**src/rtl/adder_pkg.sv**
```systemverilog
// Shared carry-lookahead definitions: group sizes and the generate/propagate
// combine operator used at every level of the adder tree.
package adder_pkg;

   localparam int CLA_GRP   = 4;
   localparam int SUPER_GRP = 16;

   typedef struct packed {
      logic g;
      logic p;
   } gp_t;

   localparam gp_t GP_IDENTITY = '{g: 1'b0, p: 1'b1};

   // hi is the more-significant span, lo the less-significant one
   function automatic gp_t gp_combine(input gp_t hi, input gp_t lo);
      gp_t r;
      r.g = hi.g | (hi.p & lo.g);
      r.p = hi.p & lo.p;
      return r;
   endfunction

endpackage

```
**src/rtl/adder64_cla4.sv**
```systemverilog
// 4-bit carry-lookahead slice: sum bits plus group generate/propagate.
// Purely combinational; group G/P do not depend on ci.
module cla4
   import adder_pkg::*;
(
   input  logic [CLA_GRP-1:0] a,
   input  logic [CLA_GRP-1:0] b,
   input  logic               ci,
   output logic [CLA_GRP-1:0] s,
   output logic               g,
   output logic               p
);

   logic [CLA_GRP-1:0] bit_g;
   logic [CLA_GRP-1:0] bit_p;
   logic [CLA_GRP-1:0] c;

   assign bit_g = a & b;
   assign bit_p = a ^ b;

   assign c[0] = ci;
   assign c[1] = bit_g[0] | (bit_p[0] & ci);
   assign c[2] = bit_g[1] | (bit_p[1] & bit_g[0]) | (bit_p[1] & bit_p[0] & ci);
   assign c[3] = bit_g[2] | (bit_p[2] & bit_g[1]) | (bit_p[2] & bit_p[1] & bit_g[0])
               | (bit_p[2] & bit_p[1] & bit_p[0] & ci);

   assign s = bit_p ^ c;
   assign g = bit_g[3] | (bit_p[3] & bit_g[2]) | (bit_p[3] & bit_p[2] & bit_g[1])
            | (bit_p[3] & bit_p[2] & bit_p[1] & bit_g[0]);
   assign p = &bit_p;

endmodule

```
**src/rtl/adder64.sv**
```systemverilog
// Registered WIDTH-bit three-level carry-lookahead adder with carry in/out.
// Define ADDER64_OVF_EN to add the registered signed-overflow output V.
module adder64
   import adder_pkg::*;
#(
   parameter int WIDTH = 64
) (
   input  logic             clk,
   input  logic             rst_n,
   input  logic [WIDTH-1:0] A,
   input  logic [WIDTH-1:0] B,
   input  logic             Ci,
   output logic [WIDTH-1:0] S,
   output logic             Co
`ifdef ADDER64_OVF_EN
   ,
   output logic             V
`endif
);

   localparam int NGRP = WIDTH / CLA_GRP;
   localparam int NBLK = WIDTH / SUPER_GRP;
   localparam int GPB  = SUPER_GRP / CLA_GRP;

   logic [NGRP-1:0]  grp_g;
   logic [NGRP-1:0]  grp_p;
   logic [NGRP-1:0]  grp_c;
   gp_t              blk_gp [NBLK];
   logic [NBLK:0]    blk_c;
   logic [WIDTH-1:0] s_d, s_q;
   logic             co_d, co_q;

   generate
      for (genvar gi = 0; gi < NGRP; gi++) begin : g_grp
         cla4 u_cla4 (
            .a  (A[gi*CLA_GRP +: CLA_GRP]),
            .b  (B[gi*CLA_GRP +: CLA_GRP]),
            .ci (grp_c[gi]),
            .s  (s_d[gi*CLA_GRP +: CLA_GRP]),
            .g  (grp_g[gi]),
            .p  (grp_p[gi])
         );
      end

      // Second level: block G/P and group carries inside each 16-bit block.
      // Kept as two processes so block G/P never appears to depend on blk_c.
      for (genvar gi = 0; gi < NBLK; gi++) begin : g_blk
         logic [GPB-1:0] c_loc;

         always_comb begin
            gp_t acc;
            acc = GP_IDENTITY;
            for (int j = 0; j < GPB; j++) begin
               acc = gp_combine('{g: grp_g[gi*GPB+j], p: grp_p[gi*GPB+j]}, acc);
            end
            blk_gp[gi] = acc;
         end

         always_comb begin
            gp_t acc;
            c_loc = '0;
            acc   = GP_IDENTITY;
            for (int j = 0; j < GPB; j++) begin
               c_loc[j] = acc.g | (acc.p & blk_c[gi]);
               acc = gp_combine('{g: grp_g[gi*GPB+j], p: grp_p[gi*GPB+j]}, acc);
            end
         end

         assign grp_c[gi*GPB +: GPB] = c_loc;
      end
   endgenerate

   // Third level: each block carry is a prefix of block G/P applied to Ci
   always_comb begin
      gp_t acc;
      blk_c = '0;
      acc   = GP_IDENTITY;
      for (int k = 0; k <= NBLK; k++) begin
         blk_c[k] = acc.g | (acc.p & Ci);
         if (k < NBLK) begin
            acc = gp_combine(blk_gp[k], acc);
         end
      end
   end

   assign co_d = blk_c[NBLK];

`ifdef ADDER64_OVF_EN
   logic v_d, v_q;
   // carry into the MSB is recovered as a ^ b ^ s at that bit
   assign v_d = (A[WIDTH-1] ^ B[WIDTH-1] ^ s_d[WIDTH-1]) ^ co_d;

   always_ff @(posedge clk or negedge rst_n) begin
      if (!rst_n) begin
         v_q <= 1'b0;
      end else begin
         v_q <= v_d;
      end
   end

   assign V = v_q;
`endif

   always_ff @(posedge clk or negedge rst_n) begin
      if (!rst_n) begin
         s_q  <= '0;
         co_q <= 1'b0;
      end else begin
         s_q  <= s_d;
         co_q <= co_d;
      end
   end

   assign S  = s_q;
   assign Co = co_q;

endmodule

```
**config.mk**
```make
export PLATFORM = sky130hd
export DESIGN_NAME = adder64
export DESIGN_NICKNAME = d
export VERILOG_FILES = /design/src/rtl/adder_pkg.sv /design/src/rtl/adder64_cla4.sv /design/src/rtl/adder64.sv
export SDC_FILE = /design/constraint.sdc
export NUM_CORES = 1
export LEC_CHECK = 0
export BUFFER_PORTS_ARGS = -buffer_cell sky130_fd_sc_hd__buf_2
export CAP_MARGIN = 40
export CORE_MARGIN = 4
export CORE_UTILIZATION = 40
export CTS_BUF_LIST = sky130_fd_sc_hd__clkbuf_2
export CTS_CLUSTER_DIAMETER = 80
export DETAILED_ROUTE_END_ITERATION = 6
export PLACE_DENSITY = 0.69
export SYNTH_ARGS = -nofsm -noshare
export SYNTH_HDL_FRONTEND = slang
export SYNTH_SLANG_ARGS = --single-unit
```
**constraint.sdc**
```tcl
create_clock -name clk -period 0.9 [get_ports clk]
set_input_delay 0.09 -clock clk [delete_from_list [all_inputs] [get_ports clk]]
set_output_delay 0.09 -clock clk [all_outputs]
set_load 0.1 [all_outputs]
```
==> metrics.cfg <==
[status]
status=finished with violations
violations=hold timing, setup timing

[grt]
grt_pass1_wl_um=28390
grtUsageMet3=0.03632
grt_usage=0.2770
grt_max_degree=33
grt_overflow=0
first_global_vias=5903
grtUsageMet2=0.5603
grt_antenna_before_repair=1
busiest_layer=met2
use_met1=0.2815

[route]
wl_per_cell_um=19.63
drt_first_pass_iters=4
routed_via_density=5.231
ant_nets=0
drt-initial-drc-count=227
wl_um=20050
vias=5341
drc=0

[critical_path]
crit_chain=buf_8, ha_4, nand4_1, or4_4, nor3_2, a41o_2, o211ai_4, a21o_1, a21oi_2, a21o_1, fa_2
worst-setup-path-type=in -> reg
crit_cells=11
required_ps=1350
worstSetupEndpoint=S[60]
crit_fanout=3
slowest_stage=or4_4
endpoint_kind=flip-flop
crit_top_cell=a21o_1
path_delay_family=simple AND/OR/NAND/NOR gates
cp_num_buf_inv=1
startpoint=A[24]
slowest_delay_ps=580
cp-start-kind=primary input
crit_arrival_ps=2620

[cells_and_area]
finalNonFillerCells=1021
fin_nets=1086
areaGrowthSynthToFinish_pct=112.3
drive_gt1_frac=0.6511
final_util=0.8816

[die]
row_count=38
start_util=0.4152
ioPinCount=196
die_h_um=114.8
dieArea_um2=13170
coreArea_um2=10980
die-width_um=114.8

[timing]
grt_setup_unrepaired=yes
max-slew-margin-rel=0.7232
min_period_ps=2163
finalHoldViolations=18
period_share=2.404
max_freq_mhz=462.2
drv_slew=0
timing.final.ws_setup_ps=-1263
tightest_slew_ps=410.8
setup_viol=130
fin_hold_ws_ps=-67.51

[clock_network]
cts_sinks=65
clk_pin_slew_ps=220
cts_buffers=9
cts_buffer_depth=2
htreeDepth=3
cts_tree=yes
cts_root_buf=clkbuf_2

[power]
power.leakage_nw=4.539
p_sw_mw=9.158
internal_power_mw=9.095
total_power_mw=18.25
switching_share=0.5017
p_seq_frac=0.233
ir_worst_vdd_uv=1718
power_density_nw_per_um2=1885
clkPwrFrac=0.084
power_frac_comb=0.682

[synthesis]
syn_inst=440
yosys.area.top_type=dfrtp_1
synthArstFlopShare=1.000
synth.avg_cell_area_um2=10.37
yosysUniqueCellTypes=54
ys_ff_latch=65
ys.flop_type=dfrtp_1
synthesis.area_um2=4561
synth_nets=651
synth-edff-count=0
synth.most_common_cell=dfrtp_1
synth-seq-area-share=0.3567
synth_common_cells=dfrtp_1 (65), ha_1 (64), a21oi_1 (41)
yosysTopAreaCellShare=0.3567
ys_warn_count=0
netlist_top_cells_area=dfrtp_1 (36%), ha_1 (18%), fa_1 (7.0%)

[place]
io_buffer_count=195
dp.cells=938
dp_hpwl_um=12770
preCtsSetupSlack_ps=-1893
routabilityCongestion=0.8662

[worst_hold_path]
hp-class=in -> reg
min_from=B[28]

[run]
cap_viol_max_count=0

## tightest hold or removal path, cell delays in order
cell   delay (ps)
buf_6          80
buf_4         110
fa_2          190
## how the worst min path moves through the flow
stage               endpoint  cells after the start
floorplan                 Co                      0
global placement        S[1]                      1
detailed placement     S[34]                      1
CTS                     S[0]                      4
global route           S[28]                      3
finish                 S[28]                      3
## power by group through the flow
stage	clock network, mW	logic [mW]	registers [mW]
finish	1.54	12.5	4.26
global route	1.70	12.9	4.31
CTS	1.48	11.9	4.24
detailed placement	0	11.2	4.30
global placement	0	11.0	4.28
floorplan	0	1.77	8.70
## layer usage
metal,up-vias,wire length (µm)
li1,2477,-
met1,2605,6934
met2,206,11440
met3,53,939
met4,0,731
met5,-,0
## cell families (layout without fill, tap and decap cells)
family / Yosys count / count (layout) / share of synthesized area
AOI/OAI and AO/OA: 124 / 124 / 0.1792
buffers and inverters: 24 / 464 / 0.01975
adders and majority gates: 80 / 80 / 0.2458
other: 0 / 1 / 0
and+or+nand+nor: 103 / 103 / 0.1141
DFF: 65 / 65 / 0.3567
xor gates and xnor gates: 44 / 44 / 0.08450
## placed cells by master, fill, tap and decap left out, types with 4 or more instances in the layout
| cell | Yosys | routed |
|---|---|---|
| fa_2 | 0 | 15 |
| ha_4 | 0 | 22 |
| inv_1 | 23 | 20 |
| o211ai_1 | 6 | 6 |
| xor2_1 | 23 | 21 |
| dfrtp_2 | 0 | 64 |
| a211oi_1 | 7 | 4 |
| and3_1 | 5 | 5 |
| nand3_1 | 8 | 8 |
| buf_6 | 0 | 42 |
| a21oi_1 | 41 | 23 |
| a21o_1 | 15 | 15 |
| buf_4 | 0 | 162 |
| buf_12 | 0 | 68 |
| xnor2_1 | 21 | 19 |
| o21ai_2 | 0 | 8 |
| o21ai_4 | 0 | 4 |
| nand4_1 | 8 | 8 |
| buf_2 | 0 | 111 |
| ha_1 | 64 | 42 |
| a21oi_4 | 0 | 6 |
| clkbuf_2 | 0 | 11 |
| nor3_1 | 10 | 8 |
| or3_1 | 5 | 5 |
| o21ai_0 | 21 | 6 |
| nand2_1 | 26 | 23 |
| nor2_1 | 25 | 22 |
| o21ai_1 | 1 | 4 |
| a21oi_2 | 2 | 14 |
| dlygate4sd3_1 | 0 | 40 |
## area by class of cell
cell class,count,area [µm²]
repair buffers,425,4036
inverters,23,88.84
flip-flops and latches,65,1707
clock buffers,11,55.05
fillers,510,1300
clock inverters,5,22.52
well taps,140,175.2
diodes,1,2.502
multi-input cells,351,3596
## state kept, by name, summed over array words and instances (netlist names)
signal  cells
S          64
Co          1
## repair_timing
action	in CTS	in global routing
setup buffers	19	14
hold buffers	32	8
hold endpoints to repair	122	31
cloned	0	0
pin swaps	52	54
gates resized for setup	101	46
endpoints found under the setup margin	126	127
## through the flow
step,instance area (µm²),setup TNS (ps),hold slack [ps]
floorplan,4896,-66280,-205.6
global placement,8275,-87540,-41.76
finish,9683,-82460,-67.51
detailed placement,8275,-91390,-45.57
global route,9683,-86500,-103.2
CTS,9338,-77310,-83.64
Power figures use the tool's default switching activity.
